==> src/rtl/conv_stream_pkg.sv <==
// conv_stream_pkg: signed coordinate type and FSM state encoding shared by the window streamer
package conv_stream_pkg;
  localparam int MAX_FM_DIM = 128;
  localparam int COORD_W = $clog2(MAX_FM_DIM) + 2;
  typedef logic signed [COORD_W-1:0] coord_t;
  localparam logic [1:0] ST_IDLE = 2'd0;
  localparam logic [1:0] ST_RUN = 2'd1;
  localparam logic [1:0] ST_DRAIN = 2'd2;
  typedef enum logic [1:0] {S_IDLE = ST_IDLE, S_RUN = ST_RUN, S_DRAIN = ST_DRAIN} state_t;
endpackage

==> src/rtl/stream_fifo2.sv <==
// stream_fifo2: 2-entry FIFO with registered head; clk/rst, i_push+i_data in, i_pop, o_valid+o_data head, o_count occupancy
module stream_fifo2 #(
  parameter int WIDTH = 18
) (
  input  logic             clk,
  input  logic             rst,
  input  logic             i_push,
  input  logic [WIDTH-1:0] i_data,
  input  logic             i_pop,
  output logic             o_valid,
  output logic [WIDTH-1:0] o_data,
  output logic [1:0]       o_count
);
  logic [WIDTH-1:0] r_head, r_tail;
  logic [1:0] r_count;
  logic w_pop, w_push;
  assign w_pop = i_pop && r_count != 2'd0;
  assign w_push = i_push && (r_count != 2'd2 || w_pop);
  assign o_valid = r_count != 2'd0;
  assign o_data = r_head;
  assign o_count = r_count;
  always_ff @(posedge clk)
    if (rst) begin
      r_head <= '0;
      r_tail <= '0;
      r_count <= '0;
    end else begin
      if (w_pop && r_count == 2'd2) r_head <= r_tail;
      else if (w_push && (r_count == 2'd0 || w_pop)) r_head <= i_data;
      if (w_push && (r_count == 2'd2 || (r_count == 2'd1 && !w_pop))) r_tail <= i_data;
      r_count <= r_count + {1'b0, w_push} - {1'b0, w_pop};
    end
endmodule

==> src/rtl/conv_window_streamer.sv <==
// conv_window_streamer: walks a feature map in conv-window order (y,x,ky,kx,ch), reads memory or pads zero, streams via valid/ready with window/done flags
module conv_window_streamer
  import conv_stream_pkg::*;
#(
  parameter int DATA_WIDTH = 16,
  parameter int FEATURE_MAP_WIDTH = 128,
  parameter int FEATURE_MAP_HEIGHT = 128,
  parameter int INPUT_NB_CHANNELS = 2,
  parameter int KERNEL_SIZE = 3,
  parameter int CONV_STEP = 1,
  parameter int ADDR_WIDTH = $clog2(FEATURE_MAP_WIDTH * FEATURE_MAP_HEIGHT * INPUT_NB_CHANNELS)
) (
  input  logic                  clk,
  input  logic                  rst,
  input  logic                  start,
  output logic                  running,
  output logic                  mem_re,
  output logic [ADDR_WIDTH-1:0] mem_addr,
  input  logic [DATA_WIDTH-1:0] mem_rdata,
  output logic [DATA_WIDTH-1:0] out_data,
  output logic                  out_valid,
  input  logic                  out_ready,
  output logic                  out_last_window,
  output logic                  out_done
);
  localparam int CH_W = INPUT_NB_CHANNELS > 1 ? $clog2(INPUT_NB_CHANNELS) : 1;
  localparam coord_t C_W = coord_t'(FEATURE_MAP_WIDTH);
  localparam coord_t C_H = coord_t'(FEATURE_MAP_HEIGHT);
  localparam coord_t C_K1 = coord_t'(KERNEL_SIZE - 1);
  localparam coord_t C_HALF = coord_t'(KERNEL_SIZE / 2);
  localparam coord_t C_STEP = coord_t'(CONV_STEP);
  localparam logic [CH_W-1:0] C_CLAST = CH_W'(INPUT_NB_CHANNELS - 1);
  state_t r_state, w_state_nxt;
  coord_t r_y, r_x, r_ky, r_kx, w_iy, w_ix;
  logic [CH_W-1:0] r_ch;
  logic r_pend, r_pend_pad, r_pend_last, r_pend_done;
  logic w_gen, w_pad, w_ch_wrap, w_kx_wrap, w_ky_wrap, w_last_x, w_last_y, w_last_win, w_final;
  logic w_hs, w_drained;
  logic [1:0] w_count;
  logic [ADDR_WIDTH-1:0] w_addr;
  logic [DATA_WIDTH+1:0] w_fifo_out;
  assign w_iy = r_y + r_ky - C_HALF;
  assign w_ix = r_x + r_kx - C_HALF;
  assign w_pad = w_iy[COORD_W-1] || w_ix[COORD_W-1] || w_iy >= C_H || w_ix >= C_W;
  assign w_addr = ADDR_WIDTH'((32'(w_iy) * FEATURE_MAP_WIDTH + 32'(w_ix)) * INPUT_NB_CHANNELS + 32'(r_ch));
  assign w_ch_wrap = r_ch == C_CLAST;
  assign w_kx_wrap = r_kx == C_K1;
  assign w_ky_wrap = r_ky == C_K1;
  assign w_last_win = w_ch_wrap && w_kx_wrap && w_ky_wrap;
  assign w_last_x = r_x + C_STEP >= C_W;
  assign w_last_y = r_y + C_STEP >= C_H;
  assign w_final = w_last_win && w_last_x && w_last_y;
  assign w_hs = out_valid && out_ready;
  // credit counts occupancy after this cycle's pop so a steady stream keeps one element per cycle
  assign w_gen = r_state == S_RUN && ({1'b0, w_count} + {2'b0, r_pend} - {2'b0, w_hs}) < 3'd2;
  assign w_drained = !r_pend && (w_count == 2'd0 || (w_count == 2'd1 && w_hs));
  assign running = r_state != S_IDLE;
  assign mem_re = w_gen && !w_pad;
  assign mem_addr = mem_re ? w_addr : '0;
  assign {out_last_window, out_done, out_data} = w_fifo_out;
  always_comb
    w_state_nxt = r_state == S_IDLE ? (start ? S_RUN : S_IDLE) :
                  r_state == S_RUN ? (w_gen && w_final ? S_DRAIN : S_RUN) :
                  (w_drained ? S_IDLE : S_DRAIN);
  always_ff @(posedge clk)
    r_state <= rst ? S_IDLE : w_state_nxt;
  always_ff @(posedge clk)
    if (rst) begin
      r_ch <= '0;
      r_kx <= '0;
      r_ky <= '0;
      r_x <= '0;
      r_y <= '0;
    end else if (w_gen) begin
      r_ch <= w_ch_wrap ? '0 : r_ch + 1'b1;
      if (w_ch_wrap) r_kx <= w_kx_wrap ? '0 : r_kx + 1'b1;
      if (w_ch_wrap && w_kx_wrap) r_ky <= w_ky_wrap ? '0 : r_ky + 1'b1;
      if (w_last_win) r_x <= w_last_x ? '0 : r_x + C_STEP;
      if (w_last_win && w_last_x) r_y <= w_last_y ? '0 : r_y + C_STEP;
    end
  // padding rides the same one-cycle stage as memory reads to keep stream order
  always_ff @(posedge clk)
    {r_pend, r_pend_pad, r_pend_last, r_pend_done} <= rst ? 4'b0 : {w_gen, w_pad, w_last_win, w_final};
  stream_fifo2 #(.WIDTH(DATA_WIDTH + 2)) u_fifo (
    .clk(clk),
    .rst(rst),
    .i_push(r_pend),
    .i_data({r_pend_last, r_pend_done, r_pend_pad ? {DATA_WIDTH{1'b0}} : mem_rdata}),
    .i_pop(out_ready),
    .o_valid(out_valid),
    .o_data(w_fifo_out),
    .o_count(w_count)
  );
endmodule

==> config.mk <==
export PLATFORM = sky130hd
export DESIGN_NAME = conv_window_streamer
export DESIGN_NICKNAME = d
export VERILOG_FILES = /design/src/rtl/conv_stream_pkg.sv /design/src/rtl/stream_fifo2.sv /design/src/rtl/conv_window_streamer.sv
export SDC_FILE = /design/constraint.sdc
export NUM_CORES = 1
export LEC_CHECK = 0
export CAP_MARGIN = 40
export CORE_MARGIN = 4
export CORE_UTILIZATION = 60
export DETAILED_ROUTE_END_ITERATION = 16
export DONT_BUFFER_PORTS = 1
export GPL_TIMING_DRIVEN = 0
export PLACE_DENSITY = 0.76
export SLEW_MARGIN = 20
export SYNTH_ARGS = -nofsm -noshare
export SYNTH_HDL_FRONTEND = slang
export SYNTH_HIERARCHICAL = 1
export SYNTH_SLANG_ARGS = --single-unit
export TNS_END_PERCENT = 5
==> constraint.sdc <==
create_clock -name clk -period 6.2 [get_ports clk]
set_input_delay 1.86 -clock clk [delete_from_list [all_inputs] [get_ports clk]]
set_output_delay 1.86 -clock clk [all_outputs]
set_load 0.05 [all_outputs]
==> results.ini, run 1 <==
[run_status]
outcome=complete, no violations

[place]
hpwlAfterDp_um=8740
placement.io_buffers=0
gp_congestion=0.913
preCtsSetupSlack_ns=0.0193

[floorplan]
num_rows=34
fp.dieW_um=102
ioPinCount=56
coreArea_um2=8680
start_util_pct=61.1
die_h_um=102
fp.dieArea_um2=10400

[grt]
antenna_found_initial=0
grt_pass1_vias=4222
grt_pass1_wl_um=19300
grt_overflow_total=0
grt_max_degree=16
grtUsageTotal_pct=22.8

[sta]
period_share_pct=97.5
period_needed_ns=6.05
max-slew-margin-rel_pct=53.7
setup_ws_ns=0.152
setup_viol=0
hold_violations=0
finalClockSkew_ns=0.00634
drv_slew=0
timing.fmax_mhz=165
worst_slew_pin_slew_ns=0.695

[final_layout]
diodes=0
area_growth_pct=7.53
nNetsFinal=718
final_common_cell=dfxtp_1
fillers=742
utilization_pct=65.7
register_area_um2=1620
final_cell_mix=79 x dfxtp_1, 73 x inv_1, 55 x nand2_1, 47 x a21oi_1
drive_above_1_share_pct=11.0
multiInputGateArea_um2=3280

[worst_setup_path]
startpoint_type=input port
critPathMaxStageDelay_ns=0.50
worst_ep_required_time_ns=4.34
cp.depth=8
cp.arrival_ns=4.19
crit_fanout=6
cpMostUsedCell=and2_1
cp-end-kind=primary output
r2r_cells=14
crit_chain=and2_1 > ha_1 > nand2b_1 > fa_1 > nand3b_1 > nor3_1 > buf_2 > and2_1
path_delay_family=simple AND/OR/NAND/NOR gates
critPathSlowestCell=fa_1
crit_type=input port to primary output
critical_path_buf_inv_count=1

[yosys]
synth_cells=636
ys_seq_elements=81
ys.flop_type=dfxtp_1
synth_simple_gate_area_share_pct=21.6
synth_xor_area_share_pct=6.61
avgSynthCellArea_um2=8.34
yosysUniqueCellTypes=62
ys_seq_area_share_pct=30.6
synth_nets=705
synth_compound_area_share_pct=16.4
async_flop_share_pct=0
synth_top_family_by_area=simple AND/OR/NAND/NOR gates
post_synth_mux_area_share_pct=4.15
synth_edf_count=0
yosys_warnings=6
syn-cell-area_um2=5300
synthAdderAreaFrac_pct=12.1

[detailed_routing]
wl_um=11600
via_per_inst=5.84
wl_per_cell_um=15.2
drt_iter0_drc=241
antenna_left=0
vias=4447
drc=0
drt-pass1-iter-count=5

[clock_tree]
cts_max_path_buffers=2
cts_buffers=9
cts_tree=yes
cts.clk_slew.worst_paths_ns=0.08
root_buffer=clkbuf_8
cts_hold_buf=0
cts.sinks=81
cts-htree-levels=3
clock_latency_ns=0.35

[worst_hold_path]
min_path_type=flop to flop
worstHoldPathCells=2

[pwr]
clkPwrFrac_pct=25.2
switchingPower_mw=0.641
combinationalPowerShare_pct=23.2
powerDensity_nw_per_um2=275
intPower_mw=0.925
pwr-share-seq_pct=51.6
power.leakage_nw=2.17
ir_drop_mv=0.128
switching_share_pct=40.9

[job]
drv_cap=0

Yosys cell counts, drive strengths merged (7+ instances only):
cell	instances	area [um2]
xor2	10	87.6
nor2	47	184
nand2	56	218
dfxtp	81	1620
nor2b	21	131
nand3	13	65.1
a21o	8	60.1
xnor2	30	263
o21ai	21	120
nand4	12	75.1
clkbuf	15	57.6
ha	45	563
a221oi	18	220
buf	14	116
inv	74	278
nor3	17	96.4
and3	15	93.8
and2	7	43.8
a21oi	48	240
mux2i	22	220
area by class of cell:
class	count	area share (%)
multi-input cells	452	57.5
flip-flops and latches	81	28.5
inverters	74	4.87
plain buffers	29	3.05
well taps	108	2.37
clock buffers	9	2.17
clock inverters	7	1.36
repair buffers	2	0.219
routing by layer:
metal,share of wire [%],global-route usage (%),wire length (um)
met1,44,29.2,5130
met2,49,39.4,5720
met3,4.5,2.80,523
met4,1.7,8.48,192
met5,0,0,0
cell families after synthesis:
family                   count (synthesis)
XOR/XNOR                                40
flip-flops                              81
buffers and inverters                  103
adder cells (fa/ha/maj)                 49
AND/OR/NAND/NOR                        220
multiplexers                            22
AO/OA/AOI/OAI                          121
sequential cells by signal, summed over array words and instances, names as in the netlist:
name,cells
r_ky,9
u_fifo/o_data,18
r_state,2
r_pend_last,1
r_x,9
r_pend,1
u_fifo/o_count,2
r_ch,1
r_kx,9
r_y,9
r_pend_pad,1
u_fifo/r_tail,18
r_pend_done,1
tightest hold or removal path: stages, from the launching register on:
cell and delay (ns):
dfxtp_1 0.32, nand2_1 0.05, a21oi_1 0.05
stage by stage:
| stage | setup TNS (ns) | power (mW) | hold WS (ns) | instances | area, um2 |
|---|---|---|---|---|---|
| 6_report | 0 | 1.57 | 0.459 | 762 | 5700 |
| 4_1_cts | 0 | 1.57 | 0.458 | 761 | 5660 |
| 3_3_place_gp | -0.0379 | 1.16 | 0.437 | 744 | 5440 |
| 5_1_grt | -0.0513 | 1.65 | 0.478 | 762 | 5700 |
| 3_5_place_dp | 0 | 1.18 | 0.446 | 745 | 5440 |
| 2_1_floorplan | 0 | 1.10 | 0.431 | 636 | 5300 |
power by group through the flow:
stage               registers (mW)  logic [mW]  clock network (mW)
global placement             0.819       0.339                   0
finish                       0.808       0.364               0.395
floorplan                    0.807       0.294                   0
global route                 0.818       0.403               0.425
CTS                          0.810       0.358               0.402
detailed placement           0.823       0.355                   0
final timing paths:
| path | startpoint | slack [ns] | endpoint |
|---|---|---|---|
| min | u_fifo/r_tail[5] | 0.46 | u_fifo/r_tail[5] |
| max reg2reg | u_fifo/o_count[1] | 1.91 | r_y[6] |
| max | out_ready | 0.15 | mem_addr[0] |
| min reg2reg | u_fifo/r_tail[5] | 0.46 | u_fifo/r_tail[5] |
timing repair:
action,4_1_cts,5_1_grt
setup endpoints to repair,4,10
gates cloned,0,0
gates resized for setup,4,15
setup buffers,0,1
pin swaps,0,2
No activity file was read; power rests on OpenSTA's default activity.
==> run 2: changes to the inputs <==
- CORE_UTILIZATION: 60 -> 64
- PLACE_DENSITY: 0.76 -> 0.8
==> results.ini, run 2 (synthesis gave the netlist of run 1 again) <==
[worst_setup_path]
critical_path_buf_inv_count=1
critPathSlowestCell=fa_1
crit_end=mem_addr[5]
path_delay_family=simple AND/OR/NAND/NOR gates
r2r_cells=14
worst_ep_required_time_ns=4.34
r2r_setup_slack_ns=1.98
startpoint_type=input port
crit_chain=and2_1 > ha_1 > nand2b_1 > fa_1 > nand3b_1 > nor2_1 > clkbuf_1 > and3_2
critPathMaxStageDelay_ns=0.49
r2r-end=r_y[6]
startpoint=out_ready
cp.arrival_ns=4.22
cp.depth=8
crit_type=input port to primary output
r2r-start=u_fifo/o_count[1]
crit_fanout=10
cp-end-kind=primary output

[detailed_routing]
via_per_inst=5.92
drc=0
wl_um=11400
wl_per_cell_um=15.1
antenna_left=0
vias=4466
drt_iter0_drc=295
drt-pass1-iter-count=5

[floorplan]
fp.dieW_um=99.0
start_util_pct=67.2
coreArea_um2=7890
fp.dieArea_um2=9810
die_h_um=99.0
num_rows=32
ioPinCount=56

[final_layout]
nNetsFinal=717
drive_above_1_share_pct=10.7
fillers=578
final_cell_mix=79 x dfxtp_1, 73 x inv_1, 55 x nand2_1, 47 x a21oi_1, 46 x nor2_1
area_growth_pct=7.67
diodes=0
final_common_cell=dfxtp_1

[sta]
period_share_pct=98.1
timing.fmax_mhz=164
holdWs_ns=0.457
drv_slew=0
worst_slew_pin_slew_ns=0.669
finalClockSkew_ns=0.00863
period_needed_ns=6.08
max-slew-margin-rel_pct=55.4
grt_setup_unrepaired=true
tns_ns=0
hold_violations=0
setup_viol=0

[clock_tree]
cts.sinks=81
cts_hold_buf=0
cts_tree=yes
cts_buffers=9
root_buffer=clkbuf_8
cts.clk_slew.worst_paths_ns=0.08
clock_latency_ns=0.36
cts_max_path_buffers=2
cts-htree-levels=3

[grt]
grt_pass1_vias=4246
grtUsageMet3_pct=4.74
antenna_found_initial=0
use_met2_pct=39.6
grt_overflow_total=0
grt_pass1_wl_um=19200
grt-busiest-layer=met2
grtUsageTotal_pct=23.5
grt_max_degree=16
use_met1_pct=29.4

[job]
drv_cap=0

[run_status]
outcome=complete, no violations

[pwr]
powerDensity_nw_per_um2=282
ir_drop_mv=0.132
power.leakage_nw=2.17

[place]
hpwlAfterDp_um=8540
placement.io_buffers=0
gp_congestion=0.902

[worst_hold_path]
min_path_type=flop to flop

run 2: changes by cell type in the layout (fill, tap and decap cells not counted):
cell / delta
clkinv_4: -1
nor2_2: -1
clkinvlp_4: +1
ha_2: +1
buf_4: -1
bufinv_16: +1
clkinv_2: -1
ha_1: -1
and3_4: +1
nor2_1: +1
a211oi_2: -1
a211oi_1: +1
and3_2: -1
run 2: worst reg2reg max path, delay by kind of cell, from the launching register on:
kind | cells | cell delay, ns
AND/OR/NAND/NOR | 7 | 1.63
buffers and inverters | 3 | 0.79
adder cells (fa/ha/maj) | 2 | 0.72
flip-flops | 1 | 0.55
AO/OA/AOI/OAI | 2 | 0.42
run 2: stage by stage:
| stage | setup WS [ns] | cells | utilization (%) | power (mW) | area [um2] |
|---|---|---|---|---|---|
| after global placement | -0.0205 | 738 | 68.8 | 1.16 | 5430 |
| after detailed placement | 0.0637 | 739 | 68.9 | 1.17 | 5440 |
| after floorplan | 0.379 | 636 | - | 1.10 | 5300 |
| after CTS | 0.00427 | 755 | 71.9 | 1.61 | 5670 |
| after global routing | -0.117 | 755 | 72.4 | 1.68 | 5710 |
| final | 0.118 | 755 | 72.4 | 1.61 | 5710 |
run 2: repair_timing:
item                                    CTS  global route
buffers inserted                          0             0
pin swaps                                 0             1
endpoints found under the setup margin    3            10
resized for setup                         3            16
run 2: area by class of cell:
cell class                 count  area, um2  share of cell area (%)
buffer                        29        174                    3.05
clock buffer                   9        124                    2.17
clock inverter                 7        101                    1.78
inverter                      74        278                    4.87
multi-input combinational    452       3280                    57.4
sequential                    81       1620                    28.4
tap                          102        128                    2.24
timing repair buffer           1       5.00                  0.0877
run 2: worst min-delay path by stage:
| stage | start | to | depth (start not counted) |
|---|---|---|---|
| final | u_fifo/r_tail[17] | u_fifo/r_tail[17] | 2 |
| after global routing | r_pend_last | u_fifo/r_tail[17] | 2 |
| after CTS | u_fifo/r_tail[4] | u_fifo/r_tail[4] | 2 |
| after detailed placement | u_fifo/r_tail[4] | u_fifo/r_tail[4] | 2 |
| after global placement | r_pend_last | u_fifo/r_tail[17] | 2 |
| after floorplan | r_pend_done | u_fifo/r_tail[16] | 2 |
run 2: layer usage:
layer / wire [um] / up-vias
met2: 5510 / 137
met3: 688 / 18
met4: 203 / 0
met5: 0 / -
li1: - / 2216
met1: 5030 / 2095
run 2: report_power, final:
group / internal (mW) / leakage [nW] / switching [mW]
clock: 0.230 / 0.106 / 0.212
combinational: 0.151 / 1.40 / 0.206
sequential: 0.582 / 0.657 / 0.227
